## src/rtl/merge_pkg.sv

```systemverilog
// Shared types and helpers for the 2-to-1 merge arbiter.
// MERGE_TAG_EN adds a source-id bit above the payload in each buffered entry.
package merge_pkg;

   typedef enum logic {SRC_L0 = 1'b0, SRC_L1 = 1'b1} src_t;

`ifdef MERGE_TAG_EN
   localparam int TAG_W = 1;
`else
   localparam int TAG_W = 0;
`endif

   function automatic int ptr_w(input int depth);
      return (depth > 1) ? $clog2(depth) : 1;
   endfunction

endpackage

```

## src/rtl/merge_arb_if.sv

```systemverilog
// Handshake bundle for the merge: two producer channels (L0, L1) and one consumer (R).
// R_data carries an extra MSB tag bit when MERGE_TAG_EN is defined.
interface merge_arb_if #(
   parameter int WIDTH = 4
);
   localparam int RW = WIDTH + merge_pkg::TAG_W;

   logic [WIDTH-1:0] L0_data;
   logic             L0_valid;
   logic             L0_ready;
   logic [WIDTH-1:0] L1_data;
   logic             L1_valid;
   logic             L1_ready;
   logic [RW-1:0]    R_data;
   logic             R_valid;
   logic             R_ready;

   modport slave (
      input  L0_data, L0_valid, L1_data, L1_valid, R_ready,
      output L0_ready, L1_ready, R_data, R_valid
   );

   modport master (
      output L0_data, L0_valid, L1_data, L1_valid, R_ready,
      input  L0_ready, L1_ready, R_data, R_valid
   );

endinterface

```

## src/rtl/merge_fifo.sv

```systemverilog
// Ring-buffer FIFO behind the merge arbiter; push is refused when full even if popping.
module merge_fifo
   import merge_pkg::*;
#(
   parameter int WIDTH_E = 4,
   parameter int DEPTH   = 2
) (
   input  logic               clk,
   input  logic               rst_n,
   input  logic               push_i,
   input  logic [WIDTH_E-1:0] push_data_i,
   input  logic               pop_i,
   output logic [WIDTH_E-1:0] pop_data_o,
   output logic               full_o,
   output logic               empty_o
);

   localparam int PW = ptr_w(DEPTH);
   localparam int CW = PW + 1;

   logic [PW-1:0]      wr_ptr_q, wr_ptr_d;
   logic [PW-1:0]      rd_ptr_q, rd_ptr_d;
   logic [CW-1:0]      count_q, count_d;
   logic [WIDTH_E-1:0] mem_q [DEPTH];
   logic               do_push, do_pop;

   assign full_o  = (count_q == CW'(DEPTH));
   assign empty_o = (count_q == '0);
   assign do_push = push_i & ~full_o;
   assign do_pop  = pop_i & ~empty_o;

   // DEPTH is a power of two, so pointers wrap by natural overflow.
   always_comb begin
      wr_ptr_d = wr_ptr_q;
      rd_ptr_d = rd_ptr_q;
      count_d  = count_q;
      if (do_push) wr_ptr_d = wr_ptr_q + PW'(1);
      if (do_pop)  rd_ptr_d = rd_ptr_q + PW'(1);
      case ({do_push, do_pop})
         2'b10:   count_d = count_q + CW'(1);
         2'b01:   count_d = count_q - CW'(1);
         default: count_d = count_q;
      endcase
   end

   always_ff @(posedge clk or negedge rst_n) begin
      if (!rst_n) begin
         wr_ptr_q <= '0;
         rd_ptr_q <= '0;
         count_q  <= '0;
      end else begin
         wr_ptr_q <= wr_ptr_d;
         rd_ptr_q <= rd_ptr_d;
         count_q  <= count_d;
      end
   end

   // Storage is not reset; contents are meaningless while count is zero.
   always_ff @(posedge clk) begin
      if (do_push) mem_q[wr_ptr_q] <= push_data_i;
   end

   assign pop_data_o = mem_q[rd_ptr_q];

endmodule

```

## src/rtl/merge_arb.sv

```systemverilog
// Round-robin 2-to-1 merge feeding an output FIFO; ties go to the side not granted last.
// MERGE_TAG_EN stores the winning source id as the MSB of each entry.
module merge_arb
   import merge_pkg::*;
#(
   parameter int WIDTH = 4,
   parameter int DEPTH = 2
) (
   input  logic        clk,
   input  logic        rst_n,
   merge_arb_if.slave  bus
);

   localparam int WIDTH_E = WIDTH + TAG_W;

   src_t               last_grant_q, last_grant_d;
   logic               grant_l0, grant_l1;
   logic               full, empty, push;
   logic [WIDTH-1:0]   win_data;
   logic [WIDTH_E-1:0] push_data;
   logic [WIDTH_E-1:0] head_data;

   always_comb begin
      grant_l1 = bus.L1_valid & (~bus.L0_valid | (last_grant_q == SRC_L0));
      grant_l0 = bus.L0_valid & ~grant_l1;
   end

   // Readies are held low during reset independently of the FIFO state.
   assign bus.L0_ready = rst_n & ~full & grant_l0;
   assign bus.L1_ready = rst_n & ~full & grant_l1;
   assign push         = bus.L0_ready | bus.L1_ready;
   assign win_data     = grant_l1 ? bus.L1_data : bus.L0_data;

`ifdef MERGE_TAG_EN
   assign push_data = {grant_l1, win_data};
`else
   assign push_data = win_data;
`endif

   always_comb begin
      last_grant_d = last_grant_q;
      if (push) last_grant_d = grant_l1 ? SRC_L1 : SRC_L0;
   end

   always_ff @(posedge clk or negedge rst_n) begin
      if (!rst_n) last_grant_q <= SRC_L1;
      else        last_grant_q <= last_grant_d;
   end

   merge_fifo #(
      .WIDTH_E (WIDTH_E),
      .DEPTH   (DEPTH)
   ) u_fifo (
      .clk         (clk),
      .rst_n       (rst_n),
      .push_i      (push),
      .push_data_i (push_data),
      .pop_i       (bus.R_ready),
      .pop_data_o  (head_data),
      .full_o      (full),
      .empty_o     (empty)
   );

   assign bus.R_valid = ~empty;
   assign bus.R_data  = head_data;

endmodule

```

## src/flat_wrapper.sv

```systemverilog
// flat-port wrapper written by rule: the top's interface ports become plain ports
module merge_arb_flat import merge_pkg::*;
#(
   parameter int WIDTH = 4,
   parameter int DEPTH = 2
)
  (clk, rst_n, bus_L0_data, bus_L0_valid, bus_L1_data, bus_L1_valid, bus_R_ready, bus_L0_ready, bus_L1_ready, bus_R_data, bus_R_valid);
  merge_arb_if #(.WIDTH(WIDTH)) bus_i ();
  input  logic clk;
  input  logic rst_n;
  input wire logic [$bits(bus_i.L0_data)-1:0] bus_L0_data;
  input wire logic [$bits(bus_i.L0_valid)-1:0] bus_L0_valid;
  input wire logic [$bits(bus_i.L1_data)-1:0] bus_L1_data;
  input wire logic [$bits(bus_i.L1_valid)-1:0] bus_L1_valid;
  input wire logic [$bits(bus_i.R_ready)-1:0] bus_R_ready;
  output wire logic [$bits(bus_i.L0_ready)-1:0] bus_L0_ready;
  output wire logic [$bits(bus_i.L1_ready)-1:0] bus_L1_ready;
  output wire logic [$bits(bus_i.R_data)-1:0] bus_R_data;
  output wire logic [$bits(bus_i.R_valid)-1:0] bus_R_valid;
  assign bus_i.L0_data = bus_L0_data;
  assign bus_i.L0_valid = bus_L0_valid;
  assign bus_i.L1_data = bus_L1_data;
  assign bus_i.L1_valid = bus_L1_valid;
  assign bus_i.R_ready = bus_R_ready;
  assign bus_L0_ready = bus_i.L0_ready;
  assign bus_L1_ready = bus_i.L1_ready;
  assign bus_R_data = bus_i.R_data;
  assign bus_R_valid = bus_i.R_valid;
  merge_arb #(.WIDTH(WIDTH), .DEPTH(DEPTH)) u_core (.clk(clk), .rst_n(rst_n), .bus(bus_i));
endmodule
```

## config.mk

```make
export PLATFORM = sky130hd
export DESIGN_NAME = merge_arb_flat
export DESIGN_NICKNAME = d
export VERILOG_FILES = /design/src/rtl/merge_pkg.sv /design/src/rtl/merge_arb_if.sv /design/src/rtl/merge_fifo.sv /design/src/rtl/merge_arb.sv /design/src/flat_wrapper.sv
export SDC_FILE = /design/constraint.sdc
export NUM_CORES = 1
export LEC_CHECK = 0
export CAP_MARGIN = 5
export CORE_MARGIN = 2
export CORE_UTILIZATION = 40
export CTS_BUF_LIST = sky130_fd_sc_hd__clkbuf_4 sky130_fd_sc_hd__clkbuf_8
export DETAILED_ROUTE_END_ITERATION = 10
export PLACE_DENSITY_LB_ADDON = 0.25
export REMOVE_ABC_BUFFERS = 1
export SKIP_LAST_GASP = 1
export SYNTH_ARGS = -nofsm -noshare
export SYNTH_HDL_FRONTEND = slang
export SYNTH_HIERARCHICAL = 1
export SYNTH_SLANG_ARGS = --single-unit
```

## constraint.sdc

```tcl
create_clock -name clk -period 1.6 [get_ports clk]
set_input_delay 0.32 -clock clk [delete_from_list [all_inputs] [get_ports clk]]
set_output_delay 0.32 -clock clk [all_outputs]
set_load 0.02 [all_outputs]
```

==> results.json, run 1 <==
{
  "synth_top_area_frac": 0.380,
  "synth_area_um2": 632,
  "dr.pass1.iters": 2,
  "cts.path.max_buffers": 2,
  "rsz0062_at_grt": "true",
  "synth_compound_area_frac": 0.0436,
  "synth_xor_xnor_area_share": 0.0693,
  "dpl.hpwl_um": 884,
  "grt_first_pass_wirelength_mm": 1.95,
  "cts_num_sinks": 13,
  "fp-row-count": 14,
  "synth_top_family_by_area": "multiplexers",
  "max_freq_mhz": 639,
  "hp-class": "input pin to asynchronous set/reset pin",
  "synth_enable_flop_cells": 8,
  "crit_path_start_kind": "flop",
  "synthAdderAreaFrac": 0.0198,
  "routed_via_density": 4.54,
  "grt_overflow": 0,
  "postRouteWirelength_mm": 1.12,
  "yosysWarnings": 6,
  "core_um2": 1490,
  "grt_max_degree": 8,
  "critPathMaxStageDelay_ns": 0.39,
  "ioPinCount": 20,
  "avgRoutedWirePerCell_um": 11.5,
  "dieHeight_um": 43.7,
  "ys.flop_type": "edfxtp_1",
  "powerDensity_nw_per_um2": 1570,
  "dieWidth_um": 43.7,
  "cts_buffers": 3,
  "outcome": "completed",
  "ir_worst_vdd_v": 0.000952,
  "syn_to_final_growth_pct": 50.9,
  "finish.utilization": 0.640,
  "synth_async_sr_flop_share": 0.385,
  "worst_path_max_delay_cell": "dfrtp_1",
  "critical_path.top_delay_family": "flip-flops",
  "hold_violations": 0,
  "crit_path_max_fanout": 3,
  "arrival_ns": 1.25,
  "slew_violations": 0,
  "stdcell_count": 97,
  "start_util": 0.424,
  "die_area_um2": 1910,
  "finalCritPeriodShare": 0.979,
  "yosysMostFrequentCell": "edfxtp_1",
  "ys_seq_area_frac": 0.580,
  "relSlewSlack": 0.844,
  "drive_above_1_share": 0.457,
  "syn_area_per_cell_um2": 14.0,
  "syn_inst": 45,
  "grt_pass1_vias": 462,
  "gp_congestion": 0.660,
  "critPathBufInv": 2,
  "crit_type": "flop to output port",
  "fillers": 121,
  "clock-root-buffer": "clkbuf_4",
  "diodes": 0,
  "end_kind": "output port",
  "setup_violations": 0,
  "postRouteAntennaNets": 0,
  "yosys.area_share.simple": 0.133,
  "hold_buffers": 0,
  "critPathRequiredTime_ns": 1.28,
  "cts_tree": "built",
  "synth_common_cells": "8 x edfxtp_1, 5 x nor2_1, 4 x dfrtp_1, 4 x mux2_1, 4 x mux2_2",
  "vias": 440,
  "yosys.area.top_type": "edfxtp_1",
  "port_buffers": 19,
  "muxShareOfSynthArea": 0.143,
  "hold_ws_ns": 0.0951,
  "drt_iter0_markers": 3,
  "placedCellCount": 91,
  "power_leakage_nw": 0.418,
  "cap_violations": 0,
  "clk_latency_ns": 0.27,
  "tightest_slew_ns": 0.233,
  "antenna_found_initial": 0,
  "synth-seq-cells": 13,
  "setup_tns_ns": 0,
  "finalNetCount": 96,
  "min_period_ns": 1.57,
  "yosys-top-cells-area": "edfxtp_1 38%, dfrtp_1 16%, mux2_1 7.1%",
  "drc": 0,
  "ys_types": 20,
  "cts_max_level": 1,
  "skew_ns": 0.00421,
  "grt_util_all_layers": 0.144,
  "path_cells": "nand2b_1 -> inv_2 -> nand3b_1 -> nor2b_1 -> buf_4",
  "cts.clk_slew.worst_paths_ns": 0.08
}
-- repair_timing --
item / CTS / global route
endpoints found under the setup margin: 12 / 8
resized for setup: 31 / 5
buffers inserted: 1 / 1
pin swaps: 0 / 3
-- flip-flops by register name (all words and copies together) (netlist names) --
register / cells
u_core/last_grant_q: 1
u_core/u_fifo/count_q: 2
u_core/u_fifo/mem_q: 8
u_core/u_fifo/rd_ptr_q: 1
u_core/u_fifo/wr_ptr_q: 1
-- layer usage --
metal	track usage	vias to the layer above	part of all wire
met3	0.0542	0	0.057
met2	0.244	10	0.51
met1	0.171	199	0.43
met4	0.0364	0	0
li1	-	231	-
met5	0	-	0
-- power by group --
part / switching, W / internal (W)
logic: 0.000325 / 0.000395
registers: 0.0000725 / 0.000490
clock network: 0.0000990 / 0.000113
-- layout make-up --
cell class	count	area [um^2]	share of cell area
clock buffers	4	30.0	0.0315
inverters	2	7.51	0.00787
multi-input cells	30	273	0.286
flip-flops and latches	13	368	0.386
well taps	16	20.0	0.0210
repair buffers	32	255	0.268
-- cells by family (layout without fill, tap and decap cells) --
family,after synthesis,in the layout
buf+inv,2,38
xor+xnor,5,5
simple gates,14,14
compound gates,2,2
mux,8,8
fa+ha+maj,1,1
flops,13,13
-- metrics by stage --
| step | cell area [um^2] | worst slack [ns] | power (W) |
|---|---|---|---|
| global placement | 925 | -0.461 | 0.00129 |
| finish | 953 | 0.0343 | 0.00150 |
| global route | 953 | -0.0587 | 0.00160 |
| floorplan | 632 | 0.0109 | 0.000955 |
| CTS | 936 | 0.000500 | 0.00149 |
| detailed placement | 925 | -0.485 | 0.00131 |
-- worst register-to-register path, cell delays in order (launching register included) --
cell and delay (ns):
dfrtp_1 0.39, nand2b_1 0.10, inv_2 0.05, nand2b_4 0.14, nor2_4 0.09, nand2_2 0.06, ha_1 0.19, xnor2_1 0.12
nor2_1 0.15, xor2_1 0.15
-- path summary, 6_finish.rpt --
| kind | from | to | slack (ns) | cells past startpoint |
|---|---|---|---|---|
| setup / recovery | u_core/u_fifo/count_q[1]$_DFFE_PN0P_ | bus_L0_ready | 0.03 | 5 |
| hold / removal | rst_n | u_core/u_fifo/count_q[0]$_DFFE_PN0P_ | 0.1 | 2 |
| setup reg to reg | u_core/u_fifo/count_q[1]$_DFFE_PN0P_ | u_core/u_fifo/count_q[1]$_DFFE_PN0P_ | 0.09 | 9 |
| hold reg to reg | u_core/u_fifo/wr_ptr_q$_DFFE_PN0N_ | u_core/u_fifo/wr_ptr_q$_DFFE_PN0N_ | 0.52 | 1 |
| max in group asynchronous | rst_n | u_core/last_grant_q$_DFFE_PN1P_ | 1.31 | 2 |
| min in group clk | rst_n | u_core/last_grant_q$_DFFE_PN1P_ | 0.49 | 4 |
-- placed cells by master, fill, tap and decap left out, types with 2 or more instances in the layout --
cell,synthesis,routed
dfrtp_1,4,3
nor2_1,5,4
clkbuf_4,0,4
buf_2,0,5
xor2_1,2,2
edfxtp_1,8,8
buf_4,0,14
mux2_2,4,4
clkdlybuf4s50_1,0,9
xnor2_1,3,3
dlygate4sd2_1,0,2
mux2_1,4,4
(Power assumes the default switching activity.)
==> inputs of run 2 (changes only) <==
Clock period 1.6 ns to 1.5 ns, I/O delays scaled along.
==> results.json, run 2 (synthesis gave the netlist of run 1 again) <==
{
  "final_cell_mix": "18 x buf_4, 9 x clkdlybuf4s50_1, 8 x edfxtp_1, 7 x buf_6",
  "critPathRequiredTime_ns": 1.20,
  "largest_reg_flops": 8,
  "cap_violations": 0,
  "grt_first_pass_wirelength_mm": 2.24,
  "total_power_w": 0.00185,
  "fillers": 107,
  "power_leakage_nw": 0.465,
  "antenna_found_initial": 0,
  "slew_violations": 0,
  "grt_overflow": 0,
  "critPathMaxStageDelay_ns": 0.39,
  "end_kind": "output port",
  "placed_cell_area_um2": 932,
  "setup_violations": 4,
  "cts.path.max_buffers": 2,
  "rsz0062_at_grt": "true",
  "rr_worst_depth": 7,
  "r2r-start": "u_core/u_fifo/count_q[0]$_DFFE_PN0P_",
  "avgRoutedWirePerCell_um": 13.2,
  "ir_worst_vdd_v": 0.000942,
  "reg_top3": "u_core/u_fifo/mem_q: 8 flops, u_core/u_fifo/count_q: 2 flops",
  "crit_path_max_fanout": 3,
  "dieHeight_um": 43.7,
  "dr.pass1.iters": 4,
  "routed_via_density": 4.71,
  "relSlewSlack": 0.860,
  "multi_input_area_um2": 307,
  "drt_iter0_markers": 6,
  "cts_max_level": 1,
  "cts.clk_slew.worst_paths_ns": 0.08,
  "cts_num_sinks": 13,
  "fin_area_um2": 1070,
  "hold_violations": 0,
  "ioPinCount": 20,
  "gp_congestion": 0.657,
  "grt_max_degree": 8,
  "fin_ws_ns": -0.0720,
  "die_area_um2": 1910,
  "path_cells": "nand2b_1 -> inv_2 -> nand3b_1 -> nor2b_1 -> buf_4",
  "rr_endpoint": "u_core/u_fifo/count_q[1]$_DFFE_PN0P_",
  "skew_ns": 0.00255,
  "drive_above_1_share": 0.586,
  "postRouteAntennaNets": 0,
  "syn_to_final_growth_pct": 68.9,
  "crit_path_start_kind": "flop",
  "largest_register": "u_core/u_fifo/mem_q",
  "cts_tree": "built",
  "clk_latency_ns": 0.27,
  "tightest_slew_ns": 0.209,
  "final_common_cell": "buf_4",
  "grt_util_all_layers": 0.167,
  "finalNetCount": 102,
  "cts_buffers": 3,
  "dpl.hpwl_mm": 1.01,
  "diodes": 0,
  "finalCritPeriodShare": 1.05,
  "outcome": "finished with violations",
  "vias": 485,
  "drc": 0,
  "powerDensity_nw_per_um2": 1740,
  "fp-row-count": 14,
  "violations": "setup timing",
  "max_freq_mhz": 636,
  "seqCellArea_um2": 368,
  "grt_pass1_vias": 531,
  "start_util": 0.424,
  "postRouteWirelength_mm": 1.36,
  "hp-class": "input pin to asynchronous set/reset pin",
  "arrival_ns": 1.27,
  "crit_type": "flop to output port",
  "dieWidth_um": 43.7,
  "min_period_ns": 1.57,
  "port_buffers": 19,
  "reg2reg_slack_ns": -0.05,
  "core_um2": 1490,
  "worst_path_max_delay_cell": "dfrtp_1",
  "clock-root-buffer": "clkbuf_4"
}
## run 2: cell types whose count changed in the layout (fill, tap and decap cells not counted), sizes merged
cell          before  now
buf               19   26
clkbuf             5    4
dlymetal6s2s       1    0
dlygate4sd2        2    3
## run 2: cell type report
class	count	area share
Tap cell	16	0.0188
Timing Repair Buffer	38	0.314
Inverter	2	0.00703
Sequential cell	13	0.345
Clock buffer	4	0.0281
Multi-Input combinational cell	30	0.287
## run 2: critical path: cells and delay by family (launching register included)
family	cells	cell delay, ns
and+or+nand+nor	3	0.42
DFF	1	0.39
buffers and inverters	2	0.20
## run 2: stage by stage
step / setup WS, ns / hold WS, ns / std cells / utilization / setup TNS (ns)
global placement: -0.521 / 0.474 / 92 / 0.626 / -5.62
floorplan: -0.0891 / 0.00441 / 45 / - / -0.0891
finish: -0.0720 / 0.171 / 103 / 0.717 / -0.184
detailed placement: -0.551 / 0.495 / 92 / 0.626 / -6.04
global route: -0.163 / 0.198 / 103 / 0.717 / -0.705
CTS: -0.0491 / 0.178 / 101 / 0.690 / -0.109
## run 2: worst max-delay path by stage
stage,startpoint,end,slack (ns),cells past startpoint
6_report,u_core/u_fifo/count_q[1]$_DFFE_PN0P_,bus_L0_ready,-0.07,5
5_1_grt,u_core/u_fifo/count_q[1]$_DFFE_PN0P_,bus_L0_ready,-0.16,5
4_1_cts,u_core/u_fifo/count_q[1]$_DFFE_PN0P_,bus_L0_ready,-0.05,5
3_5_place_dp,bus_L1_valid,bus_L1_ready,-0.55,4
3_3_place_gp,bus_L1_valid,bus_L1_ready,-0.52,4
2_1_floorplan,u_core/u_fifo/count_q[0]$_DFFE_PN0P_,u_core/u_fifo/count_q[1]$_DFFE_PN0P_,-0.09,8
## run 2: timing repair
action	in CTS	in global routing
hold buffers	0	0
pin swaps	3	2
setup endpoints to repair	17	12
resized for setup	52	6
buffers inserted	5	2
## run 2: metal layers
| layer | GRT usage | routed length [um] |
|---|---|---|
| met1 | 0.174 | 515 |
| met2 | 0.312 | 788 |
| met3 | 0.0375 | 45 |
| met4 | 0.0727 | 10 |
| met5 | 0 | 0 |
## run 2: power by group
group	switching, W	internal [W]	leakage (nW)
Clock	0.000110	0.000121	0.0184
Combinational	0.000398	0.000599	0.317
Sequential	0.000101	0.000523	0.129
